File: src/rtl/ingress_pkg.sv
// Shared definitions for the ingress packet parser: header field layout,
// FSM state encoding and header decode helpers.
package ingress_pkg;

    // Header layout above the destination field (which is WIDTH_SEL bits wide)
    localparam int LEN_W     = 9;
    localparam int PRIO_W    = 3;
    localparam int PRIO_OFS  = 0;          // relative to WIDTH_SEL
    localparam int LEN_OFS   = PRIO_W;     // relative to WIDTH_SEL
    localparam int HDR_MAX_W = 64;         // widest header word the helpers accept

    typedef enum logic [1:0] {
        IDLE,
        PASS,
        DROP
    } state_t;

    // Payload length field of a header word whose destination field is sel_w bits wide.
    function automatic logic [LEN_W-1:0] hdr_len(input logic [HDR_MAX_W-1:0] data,
                                                 input int unsigned          sel_w);
        logic [HDR_MAX_W-1:0] shifted;
        shifted = data >> (sel_w + LEN_OFS);
        return shifted[LEN_W-1:0];
    endfunction

    // Priority field of a header word whose destination field is sel_w bits wide.
    function automatic logic [PRIO_W-1:0] hdr_prio(input logic [HDR_MAX_W-1:0] data,
                                                   input int unsigned          sel_w);
        logic [HDR_MAX_W-1:0] shifted;
        shifted = data >> (sel_w + PRIO_OFS);
        return shifted[PRIO_W-1:0];
    endfunction

endpackage

File: src/rtl/ingress_packet_parser_if.sv
// Word stream into the parser (wr_*) and the tagged stream it forwards (out_*).
interface ingress_packet_parser_if #(
    parameter int DATA_WIDTH = 16,
    parameter int WIDTH_SEL  = 3
);
    import ingress_pkg::*;

    logic                  wr_sop;
    logic                  wr_eop;
    logic                  wr_vld;
    logic [DATA_WIDTH-1:0] wr_data;

    logic                  out_vld;
    logic                  out_sop;
    logic                  out_eop;
    logic                  out_err;
    logic [DATA_WIDTH-1:0] out_data;
    logic [WIDTH_SEL-1:0]  out_dest;
    logic [WIDTH_SEL-1:0]  out_src;
    logic [PRIO_W-1:0]     out_prio;

    // Packet source / consumer of the forwarded stream
    modport master (
        output wr_sop, wr_eop, wr_vld, wr_data,
        input  out_vld, out_sop, out_eop, out_err, out_data, out_dest, out_src, out_prio
    );

    // The parser itself
    modport slave (
        input  wr_sop, wr_eop, wr_vld, wr_data,
        output out_vld, out_sop, out_eop, out_err, out_data, out_dest, out_src, out_prio
    );

endinterface

File: src/rtl/sat_counter.sv
// Event counter that sticks at all-ones instead of wrapping.
module sat_counter #(
    parameter int CNT_WIDTH = 16
) (
    input  logic                 clk,
    input  logic                 rst_n,
    input  logic                 inc,
    output logic [CNT_WIDTH-1:0] cnt
);

    // Count up on inc until the counter reaches its maximum value
    always_ff @(posedge clk or negedge rst_n) begin
        if (!rst_n) begin
            // NOTE: registers are written with <= so every flop samples pre-edge values.
            cnt <= '0;
        end else if (inc && (cnt != '1)) begin
            cnt <= cnt + CNT_WIDTH'(1);
        end
    end

endmodule

File: src/rtl/ingress_packet_parser.sv
// Per-port ingress parser: decodes the SOP header, checks framing against the
// header length, forwards good words one cycle later tagged with dest/src/prio,
// and counts good packets, refused packets and framing errors.
module ingress_packet_parser
    import ingress_pkg::*;
#(
    parameter int PORT_NUB_TOTAL = 8,
    parameter int DATA_WIDTH     = 16,
    parameter int WIDTH_SEL      = $clog2(PORT_NUB_TOTAL),
    parameter int CNT_WIDTH      = 16
) (
    input  logic                  clk,
    input  logic                  rst_n,
    ingress_packet_parser_if.slave bus,
    input  logic [WIDTH_SEL-1:0]  local_port_info,
    input  logic                  full,
    output logic [CNT_WIDTH-1:0]  pkt_cnt,
    output logic [CNT_WIDTH-1:0]  drop_cnt,
    output logic [CNT_WIDTH-1:0]  err_cnt
);

    state_t             state_q, state_d;
    logic [LEN_W-1:0]   remain_q, remain_d;

    // Per-word decisions made in the current cycle, registered onto out_*
    logic               fwd;
    logic               fwd_sop;
    logic               fwd_eop;
    logic               fwd_err;
    logic               latch_hdr;
    logic               inc_pkt;
    logic               inc_drop;
    logic               inc_err;

    // Header fields of the current input word (only meaningful on SOP)
    logic [LEN_W-1:0]     hdr_len_w;
    logic [PRIO_W-1:0]    hdr_prio_w;
    logic [WIDTH_SEL-1:0] hdr_dest_w;

    assign hdr_len_w  = hdr_len(HDR_MAX_W'(bus.wr_data), WIDTH_SEL);
    assign hdr_prio_w = hdr_prio(HDR_MAX_W'(bus.wr_data), WIDTH_SEL);
    assign hdr_dest_w = bus.wr_data[WIDTH_SEL-1:0];

    // FSM state and outstanding payload word count
    always_ff @(posedge clk or negedge rst_n) begin
        if (!rst_n) begin
            state_q  <= IDLE;
            remain_q <= '0;
        end else begin
            state_q  <= state_d;
            remain_q <= remain_d;
        end
    end

    // Next state, remaining-count update and per-word forward/count decisions
    always_comb begin
        // NOTE: every output of this block gets a default first so no latch is inferred.
        state_d   = state_q;
        remain_d  = remain_q;
        fwd       = 1'b0;
        fwd_sop   = 1'b0;
        fwd_eop   = 1'b0;
        fwd_err   = 1'b0;
        latch_hdr = 1'b0;
        inc_pkt   = 1'b0;
        inc_drop  = 1'b0;
        inc_err   = 1'b0;

        if (bus.wr_vld) begin
            case (state_q)
                IDLE: begin
                    if (!bus.wr_sop) begin
                        // Stray word outside any packet
                        inc_err = 1'b1;
                    end else if (full) begin
                        // Switch refuses the packet; full wins over a bad length
                        inc_drop = 1'b1;
                        state_d  = bus.wr_eop ? IDLE : DROP;
                    end else if ((hdr_len_w == '0) || bus.wr_eop) begin
                        // Header-only or zero-length packet is malformed
                        inc_err = 1'b1;
                        state_d = bus.wr_eop ? IDLE : DROP;
                    end else begin
                        fwd       = 1'b1;
                        fwd_sop   = 1'b1;
                        latch_hdr = 1'b1;
                        remain_d  = hdr_len_w;
                        state_d   = PASS;
                    end
                end

                PASS: begin
                    fwd      = 1'b1;
                    remain_d = remain_q - LEN_W'(1);
                    if (bus.wr_sop) begin
                        // Truncated packet: this word closes it, the new packet is lost
                        fwd_eop  = 1'b1;
                        fwd_err  = 1'b1;
                        inc_err  = 1'b1;
                        remain_d = '0;
                        state_d  = bus.wr_eop ? IDLE : DROP;
                    end else if (remain_q == LEN_W'(1)) begin
                        fwd_eop = 1'b1;
                        if (bus.wr_eop) begin
                            inc_pkt = 1'b1;
                            state_d = IDLE;
                        end else begin
                            // Overlong packet: close it here, discard the tail
                            fwd_err = 1'b1;
                            inc_err = 1'b1;
                            state_d = DROP;
                        end
                    end else if (bus.wr_eop) begin
                        // Early EOP
                        fwd_eop  = 1'b1;
                        fwd_err  = 1'b1;
                        inc_err  = 1'b1;
                        remain_d = '0;
                        state_d  = IDLE;
                    end
                end

                DROP: begin
                    if (bus.wr_eop) begin
                        state_d = IDLE;
                    end
                end

                default: begin
                    state_d  = IDLE;
                    remain_d = '0;
                end
            endcase
        end
    end

    // Registered forwarded word, framing and header tags
    always_ff @(posedge clk or negedge rst_n) begin
        if (!rst_n) begin
            bus.out_vld  <= 1'b0;
            bus.out_sop  <= 1'b0;
            bus.out_eop  <= 1'b0;
            bus.out_err  <= 1'b0;
            bus.out_data <= '0;
            bus.out_dest <= '0;
            bus.out_src  <= '0;
            bus.out_prio <= '0;
        end else begin
            bus.out_vld  <= fwd;
            bus.out_sop  <= fwd_sop;
            bus.out_eop  <= fwd_eop;
            bus.out_err  <= fwd_err;
            bus.out_data <= fwd ? bus.wr_data : '0;
            if (latch_hdr) begin
                bus.out_dest <= hdr_dest_w;
                bus.out_src  <= local_port_info;
                bus.out_prio <= hdr_prio_w;
            end
        end
    end

    sat_counter #(.CNT_WIDTH(CNT_WIDTH)) u_pkt_cnt (
        .clk   (clk),
        .rst_n (rst_n),
        .inc   (inc_pkt),
        .cnt   (pkt_cnt)
    );

    sat_counter #(.CNT_WIDTH(CNT_WIDTH)) u_drop_cnt (
        .clk   (clk),
        .rst_n (rst_n),
        .inc   (inc_drop),
        .cnt   (drop_cnt)
    );

    sat_counter #(.CNT_WIDTH(CNT_WIDTH)) u_err_cnt (
        .clk   (clk),
        .rst_n (rst_n),
        .inc   (inc_err),
        .cnt   (err_cnt)
    );

endmodule

File: src/flat_wrapper.sv
// flat-port wrapper written by rule: the top's interface ports become plain ports
module ingress_packet_parser_flat import ingress_pkg::*;
#(
    parameter int PORT_NUB_TOTAL = 8,
    parameter int DATA_WIDTH     = 16,
    parameter int WIDTH_SEL      = $clog2(PORT_NUB_TOTAL),
    parameter int CNT_WIDTH      = 16
)
  (clk, rst_n, local_port_info, full, pkt_cnt, drop_cnt, err_cnt, bus_wr_sop, bus_wr_eop, bus_wr_vld, bus_wr_data, bus_out_vld, bus_out_sop, bus_out_eop, bus_out_err, bus_out_data, bus_out_dest, bus_out_src, bus_out_prio);
  ingress_packet_parser_if #(.DATA_WIDTH(DATA_WIDTH), .WIDTH_SEL(WIDTH_SEL)) bus_i ();
  input  logic clk;
  input  logic rst_n;
  input  logic [WIDTH_SEL-1:0] local_port_info;
  input  logic full;
  output logic [CNT_WIDTH-1:0] pkt_cnt;
  output logic [CNT_WIDTH-1:0] drop_cnt;
  output logic [CNT_WIDTH-1:0] err_cnt;
  input wire logic [$bits(bus_i.wr_sop)-1:0] bus_wr_sop;
  input wire logic [$bits(bus_i.wr_eop)-1:0] bus_wr_eop;
  input wire logic [$bits(bus_i.wr_vld)-1:0] bus_wr_vld;
  input wire logic [$bits(bus_i.wr_data)-1:0] bus_wr_data;
  output wire logic [$bits(bus_i.out_vld)-1:0] bus_out_vld;
  output wire logic [$bits(bus_i.out_sop)-1:0] bus_out_sop;
  output wire logic [$bits(bus_i.out_eop)-1:0] bus_out_eop;
  output wire logic [$bits(bus_i.out_err)-1:0] bus_out_err;
  output wire logic [$bits(bus_i.out_data)-1:0] bus_out_data;
  output wire logic [$bits(bus_i.out_dest)-1:0] bus_out_dest;
  output wire logic [$bits(bus_i.out_src)-1:0] bus_out_src;
  output wire logic [$bits(bus_i.out_prio)-1:0] bus_out_prio;
  assign bus_i.wr_sop = bus_wr_sop;
  assign bus_i.wr_eop = bus_wr_eop;
  assign bus_i.wr_vld = bus_wr_vld;
  assign bus_i.wr_data = bus_wr_data;
  assign bus_out_vld = bus_i.out_vld;
  assign bus_out_sop = bus_i.out_sop;
  assign bus_out_eop = bus_i.out_eop;
  assign bus_out_err = bus_i.out_err;
  assign bus_out_data = bus_i.out_data;
  assign bus_out_dest = bus_i.out_dest;
  assign bus_out_src = bus_i.out_src;
  assign bus_out_prio = bus_i.out_prio;
  ingress_packet_parser #(.PORT_NUB_TOTAL(PORT_NUB_TOTAL), .DATA_WIDTH(DATA_WIDTH), .WIDTH_SEL(WIDTH_SEL), .CNT_WIDTH(CNT_WIDTH)) u_core (.clk(clk), .rst_n(rst_n), .bus(bus_i), .local_port_info(local_port_info), .full(full), .pkt_cnt(pkt_cnt), .drop_cnt(drop_cnt), .err_cnt(err_cnt));
endmodule
File: config.mk
export PLATFORM = sky130hd
export DESIGN_NAME = ingress_packet_parser_flat
export DESIGN_NICKNAME = d
export VERILOG_FILES = /design/src/rtl/ingress_pkg.sv /design/src/rtl/ingress_packet_parser_if.sv /design/src/rtl/sat_counter.sv /design/src/rtl/ingress_packet_parser.sv /design/src/flat_wrapper.sv
export SDC_FILE = /design/constraint.sdc
export NUM_CORES = 1
export LEC_CHECK = 0
export CAP_MARGIN = 5
export CORE_MARGIN = 5
export CORE_UTILIZATION = 53
export CTS_CLUSTER_SIZE = 16
export DETAILED_ROUTE_END_ITERATION = 6
export PLACE_DENSITY = 0.9
export SLEW_MARGIN = 15
export SYNTH_ARGS = -nofsm -noshare
export SYNTH_HDL_FRONTEND = slang
export SYNTH_SLANG_ARGS = --single-unit
File: constraint.sdc
create_clock -name clk -period 5.1 [get_ports clk]
set_input_delay 1.02 -clock clk [delete_from_list [all_inputs] [get_ports clk]]
set_output_delay 1.02 -clock clk [all_outputs]
set_load 0.005 [all_outputs]
After elaboration in Yosys (flattened, before gate mapping)
Index checks and enable logic that the tools add are counted.
Widths: inputs -> output; s select.
{ "word_totals": {"reg_bits": 88, "latchBits": 0, "ramBits": 0, "rom_bits": 0, "input_bits": 25, "elab_cells": 81, "n_memories": 0} }
{ "classes": {"addsub": 4, "mul": 0, "div_mod_pow": 0, "n_lt_le_gt_ge": 0, "eq_ne": 9, "shifts": 0, "mux": 46, "bitwise_logic": 1, "n_reduce_logical": 8} }
{ "ops": {"columns": ["op", "n"], "rows": [
  ["$mux 9", 6],
  ["$add 16x1->16 const B", 3],
  ["$ne 16x16->1 const B", 3],
  ["$mux 1", 28],
  ["$pmux 9 s3", 1],
  ["$mux 16", 1],
  ["$mux 2", 7],
  ["$eq 9x1->1 const B", 1],
  ["$logic_not 9->1", 1],
  ["$sub 9x1->9 const B", 1],
  ["$ne 2x2->1 const B", 3],
  ["$pmux 2 s3", 1],
  ["$reduce_and 5->1", 1],
  ["$pmux 1 s2", 2],
  ["$logic_and 1x1->1", 3],
  ["$eq 2x1->1 const B", 1],
  ["$eq 2x2->1 const B", 1],
  ["$logic_not 2->1", 1],
  ["$reduce_and 2->1", 1],
  ["$logic_or 1x1->1", 1],
  ["$not 1->1", 1]
]} }

Longest topological paths before layout
{ "depth": {"word_depth": 8, "ltp_mapped": 12, "depth_no_buf": 10} }

By module
Synthesis repeated with hierarchy kept, for this count alone.
{ "unflattened": {"hier_cells": 395, "hier_area_um2": 4521.8} }
{ "by_module_without_submodules": {"columns": ["module", "instances", "cells_per_inst", "area_each_um2", "seq_area_each_um2"], "rows": [
  ["ingress_packet_parser", 1, 179, 2020.7, 1001.0],
  ["sat_counter at u_core.u_drop_cnt ...", 2, 72, 859.6, 400.4],
  ["sat_counter at u_core.u_pkt_cnt", 1, 72, 782.0, 400.4]
]} }

Worst setup path after synthesis
No wires, ideal clock.
{ "synth_timing": {"path_kind": "register -> register", "startpoint": "register u_core.remain_q[1]", "endpoint": "register u_core.u_pkt_cnt.cnt[13]", "arrival_ns": 2.706, "setup_slack_ns": 2.315, "path_stages_with_launch": 13, "synth_period_minus_slack_ns": 2.785, "cell_sequence": "dfrtp_1 inv_1 ha_1 or4b_1 or2_1 buf_2 inv_1 ha_1 nand4_1 or4_1 buf_2 nor3_1 xor2_1"} }
{ "synth_between": {"elab_chain_len": 6} }
{ "synth_lines": {"columns": ["element", "line", "text"], "rows": [
  ["from (decl)", "ingress_packet_parser.sv:23", "logic [LEN_W-1:0] remain_q, remain_d;"],
  ["from (signal assigned)", "ingress_packet_parser.sv:51", "remain_q <= remain_d;"],
  ["$eq 9x1->1", "ingress_packet_parser.sv:102", "end else if (remain_q == LEN_W'(1)) begin"],
  ["$mux 1", "ingress_packet_parser.sv:102", null],
  ["$mux 1", "ingress_packet_parser.sv:95", "if (bus.wr_sop) begin"],
  ["$mux 1", "ingress_packet_parser.sv:70", "case (state_q)"],
  ["$mux 1", "ingress_packet_parser.sv:69", "if (bus.wr_vld) begin"],
  ["$logic_and 1x1->1", "sat_counter.sv:16", "end else if (inc && (cnt != '1)) begin"],
  ["to (signal assigned)", "sat_counter.sv:17", "cnt <= cnt + CNT_WIDTH'(1);"],
  ["to (decl)", "sat_counter.sv:8", "output logic [CNT_WIDTH-1:0] cnt"]
]} }
Every way passes these cells.
A chain may end at the register's enable or synchronous reset.

Worst setup path after layout
{ "layout_timing": {"startpoint": "input port bus_wr_data[10]", "endpoint": "register u_core.bus.out_data[4]"} }
{ "layout_between": {"elab_chain_len": 8} }
{ "layout_lines": {"columns": ["element", "line", "text"], "rows": [
  ["from (decl)", "flat_wrapper.sv:21", "input wire logic [$bits(bus_i.wr_data)-1:0] bus_wr_data;"],
  ["$logic_not 9->1", "ingress_packet_parser.sv:79", "end else if ((hdr_len_w == '0) || bus.wr_eop) begin"],
  ["$logic_or 1x1->1", "ingress_packet_parser.sv:79", null],
  ["$mux 1", "ingress_packet_parser.sv:79", null],
  ["$mux 1", "ingress_packet_parser.sv:75", "end else if (full) begin"],
  ["$mux 1", "ingress_packet_parser.sv:72", "if (!bus.wr_sop) begin"],
  ["$pmux 1 s2", "ingress_packet_parser.sv:70", null],
  ["$mux 1", "ingress_packet_parser.sv:69", null],
  ["$mux 16", "ingress_packet_parser.sv:153", "bus.out_data <= fwd ? bus.wr_data : '0;"],
  ["to (signal assigned)", "ingress_packet_parser.sv:153", null],
  ["to (decl)", "ingress_packet_parser_if.sv:31", "output out_vld, out_sop, out_eop, out_err, out_data, out_dest, out_src, out_prio"]
]} }
Every way passes these cells.

==> summary.md <==
| Metric | Value |
|---|---|
| Tmin final | `3.14 ns` |
| Leakage | `2.35 nW` |
| Setup tns final | `0 ns` |
| Rel. slew slack | `50.7%` |
| Worst-margin pin slew | `0.732 ns` |
| Clk root buf | `clkbuf_8` |
| Die width | `98.1 um` |
| Tightest Hold Check Type | `reg2reg` |
| Top-Level Pins | `102` |
| Clock Pin Slew Worst Setup and Hold Paths | `0.08 ns` |
| Nets | `508` |
| Clk buf depth | `2` |
| Peak supply drop | `0.212 mV` |
| DRC | `0` |
| Yosys warnings | `0` |
| Hold path depth | `1` |
| CP max stage cell | `or4_4` |
| F_max | `319 MHz` |
| Detail Route Antenna Nets | `0` |
| Pwr dens | `333 nW/um^2` |
| Pin count of the biggest net entering global routing | `47` |
| Post-CTS sizing | `0` |
| Clock skew | `0.0114 ns` |
| Tcrit/Tclk final | `61.6%` |
| Total grt overflow | `0` |
| Pre-CTS setup slack | `1.60 ns` |
| DP HPWL | `7050 um` |
| Vias in the first global route | `3111` |
| Setup bufs post-CTS | `0` |
| DRT Wirelength | `9350 um` |
| Hold Violations, Final | `0` |
| Setup CP Type | `in2reg` |
| Maxcap violations | `0` |
| Layout cells sized above 1 | `8.32%` |
| CP Launch Type | `input pin` |
| Initial Utilization | `53.8%` |
| Tot GR Track Use | `19.5%` |
| Status | `finished clean` |
| Yosys top cell by area | `dfrtp_1` |
| Synthesized cell area | `4120 um^2` |
| Synth Net Count | `406` |
| Crit path largest cell delay | `0.56 ns` |
| Crit-path cells | `clkdlybuf4s50_1 > or4_4 > nor4_4 > or3_1 > and2_2 > nor2b_1` |
| Core box area | `7650 um^2` |
| Initial antenna violation count | `0` |
| Flops & latches, synth | `88` |
| R2R depth | `10` |
| RSZ-0062 raised after global routing | `no` |
| Synth Flop Type | `dfrtp_1` |
| Worst-Skew Late Latency | `0.35 ns` |
| CP arrival | `3.35 ns` |
| Die area | `9630 um^2` |
| Drt wl/cell | `16.0 um` |
| Final hold slack | `0.498 ns` |
| Top post-synthesis cells by area | `dfrtp_1 (54%), xnor2_1 (6.8%), mux2_2 (3.3%)` |
| Req. time, crit path | `5.31 ns` |
| Number of synthesized flops with an enable pin | `0` |
| Sink Count | `88` |
| Via count | `3230` |
| Layout fillers | `549` |
| Num rows | `32` |
| H-Tree Depth | `3` |
| Port Buffers | `101` |
| Die Y | `98.1 um` |
| Inserted Clock Buffers | `9` |
| TritonCTS clock tree | `done` |
| Critical path peak fanout | `17` |
| Yosys cell types | `56` |
| Asr flop ratio synth | `100%` |
| First-pass GRT wire length | `15200 um` |
| Routability cong. | `0.804` |
| Sequential element share of the synthesized area | `53.5%` |
| Worst setup EP type | `flop` |
| Final setup violation count | `0` |
| Hold buffer count at CTS | `0` |
| Mean Syn Cell Area | `11.0 um^2` |
| Final worst slack | `1.96 ns` |
| Ant. Diodes | `0` |
| Top cell type's share of synthesized area | `53.5%` |
| Post-Syn Instances | `374` |
| First-pass iteration count of the detailed router | `6` |
| Starting DRC count in detailed routing | `119` |
| Area Growth Syn to Fin | `32.1%` |
| Via density | `5.54` |
| Count of pins over their slew limit | `0` |
==> per-layer routing <==
layer	share of wire [%]	up-vias	track usage, %
met4	0.69	0	5.32
met5	0	-	0
met3	6.7	9	5.36
li1	-	1537	-
met2	51	122	33.1
met1	42	1562	24.7
==> registers in the layout (all words and copies together) (netlist names), 2 cells and up <==
register and flops:
u_core.bus.out_src 3, u_core.u_drop_cnt.cnt 16, u_core.state_q 2, u_core.u_pkt_cnt.cnt 16, u_core.bus.out_prio 3, u_core.bus.out_dest 3, u_core.remain_q 9, u_core.bus.out_data 16
u_core.u_err_cnt.cnt 16
==> critical path: cells and delay by family <==
kind,cells,cell delay [ns]
AND/OR/NAND/NOR,5,1.87
buffers and inverters,1,0.45
==> cell usage after synthesis (3+ instances only) <==
| cell type | count |
|---|---|
| a21oi_1 | 16 |
| a31oi_1 | 3 |
| a32oi_1 | 4 |
| and3_1 | 13 |
| and4_1 | 6 |
| buf_2 | 5 |
| buf_4 | 3 |
| clkbuf_1 | 3 |
| dfrtp_1 | 88 |
| ha_1 | 7 |
| inv_1 | 18 |
| mux2_2 | 12 |
| nand2_1 | 24 |
| nand3_1 | 22 |
| nand4_1 | 14 |
| nor2_1 | 16 |
| nor2b_1 | 20 |
| nor3_1 | 6 |
| nor4_1 | 4 |
| o21ai_0 | 3 |
| o22ai_1 | 4 |
| or3_1 | 3 |
| xnor2_1 | 32 |
| xor2_1 | 8 |
==> cell type report <==
class                           count  area, um^2  share of cell area [%]
Tap cell                          102         128                    2.35
Sequential cell                    88        2200                    40.5
Multi-Input combinational cell    257        1790                    32.9
Clock buffer                       10         138                    2.53
Clock inverter                      6        97.6                    1.80
Timing Repair Buffer              102        1020                    18.7
Inverter                           18        67.6                    1.24
==> cell families after synthesis <==
kind of cell             share of synthesized area (%)
flip-flops                                        53.5
adder cells (fa/ha/maj)                           2.13
AO/OA/AOI/OAI                                     8.51
AND/OR/NAND/NOR                                   21.0
XOR/XNOR                                          8.51
multiplexers                                      3.28
buffers and inverters                             3.07
==> through the flow <==
stage	std cells	area [um^2]	total power, mW	utilization [%]
2_1_floorplan	374	4120	1.05	-
3_3_place_gp	567	5200	1.24	68.0
3_5_place_dp	567	5200	1.27	68.0
4_1_cts	583	5440	1.82	71.1
5_1_grt	583	5440	1.91	71.1
6_report	583	5440	1.81	71.1
==> cell usage in the layout, fill, tap and decap left out, types with 3 or more instances in the layout <==
cell type,instances
a21oi_1,16
a31oi_1,3
a32oi_1,4
and3_1,13
and4_1,6
clkbuf_8,10
clkdlybuf4s50_1,100
dfrtp_1,88
ha_1,7
inv_1,18
mux2_2,12
nand2_1,24
nand3_1,22
nand4_1,14
nor2_1,16
nor2b_1,20
nor3_1,6
nor4_1,4
o21ai_0,3
o22ai_1,4
or3_1,3
xnor2_1,32
xor2_1,8
==> final timing paths <==
check	startpoint	to	slack (ns)
max reg2reg	u_core.remain_q[1]	u_core.u_pkt_cnt.cnt[13]	2.03
max	bus_wr_data[10]	u_core.bus.out_data[4]	1.96
min	u_core.u_pkt_cnt.cnt[4]	u_core.u_pkt_cnt.cnt[4]	0.50
min in group asynchronous	rst_n	u_core.bus.out_data[15]	0.65
min reg2reg	u_core.u_pkt_cnt.cnt[4]	u_core.u_pkt_cnt.cnt[4]	0.50
max in group asynchronous	rst_n	u_core.u_err_cnt.cnt[15]	3.49
==> where the power goes <==
part	total (mW)	internal (mW)	switching (mW)
logic	0.373	0.215	0.159
registers	0.884	0.785	0.0991
clock network	0.551	0.297	0.253
total	1.81	1.30	0.511
Power figures use the tool's default switching activity.
==> variant 1: new RTL, same settings <==
`LEN_W`: 9 -> 13.
--- a/src/rtl/ingress_pkg.sv
+++ b/src/rtl/ingress_pkg.sv
@@ -3,7 +3,7 @@
 package ingress_pkg;
 
     // Header layout above the destination field (which is WIDTH_SEL bits wide)
-    localparam int LEN_W     = 9;
+    localparam int LEN_W     = 13;
     localparam int PRIO_W    = 3;
     localparam int PRIO_OFS  = 0;          // relative to WIDTH_SEL
     localparam int LEN_OFS   = PRIO_W;     // relative to WIDTH_SEL
Formal check against the unedited RTL: not equivalent (Yosys sat finds a counterexample within 4 cycles, from zero or initial values and one cycle with rst_n low).
==> variant 1 against the unedited design <==
  * Wire length rose by 13%
  * Critical path depth is the same
  * Sequential cell count is 4 higher
  * Setup slack worse by 0.087 ns
  * Count of clock-buffer cells in the layout is 1 lower
  * Non-clock buffer count up 1
  * Combinational power grew 20%
  * Design area increased by 5.1%
  * Sequential power is 5.1% higher
  * Synthesized area rose by 6.5%
  * Power rose by 9.0%
  * Critical path type unchanged
  * Critical endpoint is now u_core.bus.out_data[3]
==> variant 1: results (changes against the unedited design) <==
Worst setup path
  • Worst path max stage delay: 0.64 ns (+0.08 ns)
  • CP max FO: 17 (unchanged)
  • Crit-path slowest cell: a21oi_2
  • CP Data Arrival Time: 3.44 ns (+0.09 ns)
  • Crit Reg-Reg Endpoint: u_core.u_err_cnt.cnt[1]

Min path
  • Worst Hold Path EP: u_core.u_err_cnt.cnt[13]
  • Critical hold path startpoint: u_core.u_err_cnt.cnt[13]
  • Hold crit path type: reg -> reg
  • Hold path depth: 1 (unchanged)

Global routing
  • Grt met1 use: 0.273 (+0.0266)
  • Met3 GRT Util: 0.0436 (-0.00997)
  • Largest net degree at the start of global routing: 68 (+45%)
  • Initial antenna violation count: 0 (unchanged)
  • First-pass GRT wire length: 17700 um (+16%)
  • Total GRT Usage: 0.218 (+0.0231)
  • Met2 usage: 0.372 (+0.0402)
  • Vias in the first global route: 3557 (+14%)

Power and ir drop
  • Sw frac: 0.289 (+0.00661)
  • P_leak: 2.40 nW (+2.4%)
  • Maximum VDD drop: 0.000221 V (+4.3%)

Routing
  • Wire per inst: 17.3 um (+7.9%)
  • Drt via density: 5.75 (+3.7%)
  • Iter 0 DRT Violations: 187 (+57%)
  • First-pass DRT Iterations: 4 (-2)
  • Met3 wire length: 631 um (+0.96%)
  • WL met2: 5540 um (+16%)
  • M1 WL: 4160 um (+6.6%)

Finish
  • Fin nets: 535 (+5.3%)
  • Final Non-Filler Cells: 613 (+5.1%)
  • Share of layout cells above drive strength 1: 0.0827 (-0.000483)
  • Filler instances: 589 (+7.3%)
  • Final instance area: 5710 um^2 (+5.1%)
  • Antenna diodes: 0 (unchanged)

Synth
  • Top FF cell, synth: dfrtp_1
  • Ranking of synthesized cells by area: dfrtp_1 (53%), xnor2_1 (5.8%), mux2_2 (3.1%)
  • Netlist cell types: 59 (+5.4%)
  • Sequential element share of the synthesized area: 0.525 (-0.00970)
  • Syn_nets: 432 (+6.4%)
  • Synth Instances: 400 (+7.0%)
  • Most frequent cells after synthesis: dfrtp_1 (92), xnor2_1 (29), nand2_1 (27)

Place
  • GP Congestion: 0.859 (+6.8%)
  • Placed instance area: 5470 um^2 (+5.2%)
  • Placed wire-length estimate: 7840 um (+11%)
  • Setup WS pre-CTS: 1.52 ns (-0.0813 ns)
  • Placed instance count: 597 (+5.3%)

Clock tree
  • Postcts setup bufs: 0 (unchanged)
  • Clock buffer depth: 2 (unchanged)
  • PostCTS Resize Cnt: 0 (unchanged)
  • Root buf cell: clkbuf_8
  • Clock transition at path regs: 0.10 ns (+0.02 ns)

Die
  • Starting density of the core: 0.539 (+0.000565)

Timing
  • Worst clock skew: 0.0113 ns (-0.0000189 ns)
  • Hold slack: 0.502 ns (+0.00390 ns)
  • Measured slew at the worst slew-check pin: 0.818 ns (+0.0855 ns)

Run status
  • Status: completed
## variant 1: cell count changes in the layout (fill, tap and decap cells not counted), moves of 4 or more
cell     before  now
dfrtp_1      88   92
nor2_1       16   20
o21ai_0       3    9
nor4_1        4    9
and3_1       13    8
nand4_1      14   19
## variant 1: cells by family after synthesis
group / after synthesis / synth area share
adders and majority gates: 7 / 0.0200
xor gates and xnor gates: 36 / 0.0720
AOI/OAI and AO/OA: 66 / 0.107
muxes: 14 / 0.0357
buffers and inverters: 30 / 0.0317
and+or+nand+nor: 155 / 0.208
DFF: 92 / 0.525
## variant 1: area by class of cell
| class | count | area share |
|---|---|---|
| Multi-Input combinational cell | 278 | 0.340 |
| Clock inverter | 7 | 0.0212 |
| Clock buffer | 9 | 0.0217 |
| Sequential cell | 92 | 0.403 |
| Tap cell | 105 | 0.0230 |
| Timing Repair Buffer | 103 | 0.179 |
| Inverter | 19 | 0.0125 |
## variant 1: worst max-delay path by stage
stage	startpoint	to	slack [ns]
detailed placement	bus_wr_eop	u_core.u_err_cnt.cnt[1]	1.52
global route	bus_wr_eop	u_core.u_err_cnt.cnt[1]	1.73
global placement	bus_wr_eop	u_core.u_err_cnt.cnt[1]	1.55
floorplan	bus_wr_eop	u_core.u_err_cnt.cnt[14]	2.44
finish	bus_wr_data[8]	u_core.bus.out_data[3]	1.87
CTS	bus_wr_eop	u_core.u_err_cnt.cnt[1]	1.91
## variant 1: power by group through the flow
stage	Sequential, mW	Combinational [mW]	Clock [mW]
floorplan	0.924	0.228	0
global placement	0.934	0.436	0
detailed placement	0.942	0.447	0
CTS	0.928	0.450	0.605
global route	0.944	0.492	0.635
finish	0.929	0.446	0.595
## variant 1: worst max-delay path: cells and delay by family
family          cells  cell delay, ns
compound gates      2            0.87
buf+inv             1            0.46
simple gates        3            1.08
==> variant 2: new RTL, config.mk and constraints unchanged <==
Without the edit above. Re-encode `state_t` (3 states) as one-hot, 3 bits wide.
--- a/src/rtl/ingress_pkg.sv
+++ b/src/rtl/ingress_pkg.sv
@@ -9,10 +9,10 @@
     localparam int LEN_OFS   = PRIO_W;     // relative to WIDTH_SEL
     localparam int HDR_MAX_W = 64;         // widest header word the helpers accept
 
-    typedef enum logic [1:0] {
-        IDLE,
-        PASS,
-        DROP
+    typedef enum logic [2:0] {
+        IDLE = 3'b001,
+        PASS = 3'b010,
+        DROP = 3'b100
     } state_t;
 
     // Payload length field of a header word whose destination field is sel_w bits wide.
Behaviour: same outputs for any inputs over 4 cycles, from zero or initial values and one cycle with rst_n low; so few cycles prove little.
==> variant 2 against the unedited design <==
  * Via count is 8.6% higher
  * Design area is 2.2% higher
  * Wire length is 10% higher
  * Sequential cell count is 1 higher
  * Setup slack worse by 0.19 ns
  * Synthesized area is 3.7% higher
  * Power is 3.3% higher
  * Critical endpoint is now u_core.u_err_cnt.cnt[1]
==> variant 2: results (changes against the unedited design) <==
Run status
  • Status: completed

Finish
  • Share of layout cells above drive strength 1: 0.0585 (-0.0247)
  • Filler instances: 545 (-0.73%)
  • Fin nets: 540 (+6.3%)

Place
  • Placed wire-length estimate: 7420 um (+5.2%)
  • GP Congestion: 0.887 (+10%)

Synth
  • Most frequent cells after synthesis: dfrtp_1 (88), nand2_1 (56), xnor2_1 (35)
  • Netlist cell types: 54 (-3.6%)
  • Syn_nets: 440 (+8.4%)
  • Sequential element share of the synthesized area: 0.522 (-0.0128)
  • Ranking of synthesized cells by area: dfrtp_1 (52%), xnor2_1 (7.2%), nand2_1 (4.9%)

Power and ir drop
  • Sw frac: 0.312 (+0.0294)
  • Maximum VDD drop: 0.000272 V (+29%)
  • P_leak: 2.43 nW (+3.3%)

Routing
  • Final wirelength: 10300 um (+10%)
  • Drt via density: 5.70 (+2.9%)
  • First-pass DRT Iterations: 5 (-1)
  • Iter 0 DRT Violations: 178 (+50%)

Global routing
  • First-pass GRT wire length: 16600 um (+9.1%)
  • Vias in the first global route: 3406 (+9.5%)
  • Largest net degree at the start of global routing: 90 (+91%)
  • Total GRT Usage: 0.207 (+0.0120)

Worst setup path
  • CP Data Arrival Time: 3.58 ns (+0.23 ns)
  • CP max FO: 15 (-2)

Clock tree
  • Num CTS Buffers: 9 (unchanged)

Timing
  • Worst clock skew: 0.0107 ns (-0.000649 ns)
  • Slew headroom: 0.257 (-0.251)
variant 2: cell types whose count changed after synthesis, moves of 3 or more:
cell,change
nor4b_1,+4
a32oi_1,-4
o21ai_0,+9
and2_1,+3
nand2_1,+32
nor3_1,+4
nor2b_1,-3
a22o_1,+7
mux2_2,-9
inv_1,-9
a21oi_1,-7
xnor2_1,+3
variant 2: final timing paths:
path / startpoint / to / slack (ns) / depth (start not counted)
setup / recovery: bus_wr_eop / u_core.u_err_cnt.cnt[1] / 1.77 / 8
hold / removal: u_core.bus.out_src[1] / u_core.bus.out_src[1] / 0.47 / 2
setup reg to reg: u_core.remain_q[5] / u_core.u_err_cnt.cnt[1] / 2.05 / 8
hold reg to reg: u_core.bus.out_src[1] / u_core.bus.out_src[1] / 0.47 / 2
max in group asynchronous: rst_n / u_core.remain_q[0] / 3.86 / 1
min in group asynchronous: rst_n / u_core.bus.out_data[0] / 0.69 / 1
variant 2: cells by family after synthesis:
kind of cell    share of synthesized area
simple gates                        0.252
flops                               0.522
compound gates                     0.0842
xor+xnor                           0.0862
buf+inv                            0.0214
fa+ha+maj                          0.0205
mux                                0.0129
variant 2: final cells by class:
cell class                 instances  area share
inverter                           9     0.00608
tap                              102      0.0230
timing repair buffer             101       0.182
multi-input combinational        298       0.351
sequential                        89       0.401
clock inverter                     5      0.0113
clock buffer                      11      0.0255
variant 2: power groups by stage:
stage / sequential, mW / clock (mW) / combinational (mW)
floorplan: 0.892 / 0 / 0.249
global placement: 0.912 / 0 / 0.425
detailed placement: 0.921 / 0 / 0.444
CTS: 0.910 / 0.502 / 0.458
global route: 0.927 / 0.529 / 0.498
finish: 0.914 / 0.499 / 0.454
variant 2: worst max-delay path, stage by stage:
cell	delay, ns
clkdlybuf4s50_1	0.63
inv_1	0.09
ha_1	0.29
nor2_1	0.05
a2bb2oi_1	0.14
o22ai_1	0.79
nand2_1	0.23
mux2_2	0.33
variant 2: metal layers:
metal,track usage,part of all wire
met5,0,0
met4,0.0609,0.013
met3,0.0344,0.061
met2,0.365,0.50
met1,0.262,0.42
variant 2: per-stage QoR:
step,setup slack [ns],util,cells,hold WS [ns],area [um^2]
after floorplan,2.73,-,408,0.463,4270
after global placement,1.58,0.688,599,0.454,5350
after detailed placement,1.41,0.688,599,0.460,5350
after CTS,1.78,0.714,615,0.482,5550
after global routing,1.50,0.715,615,0.510,5550
final,1.77,0.715,615,0.474,5550
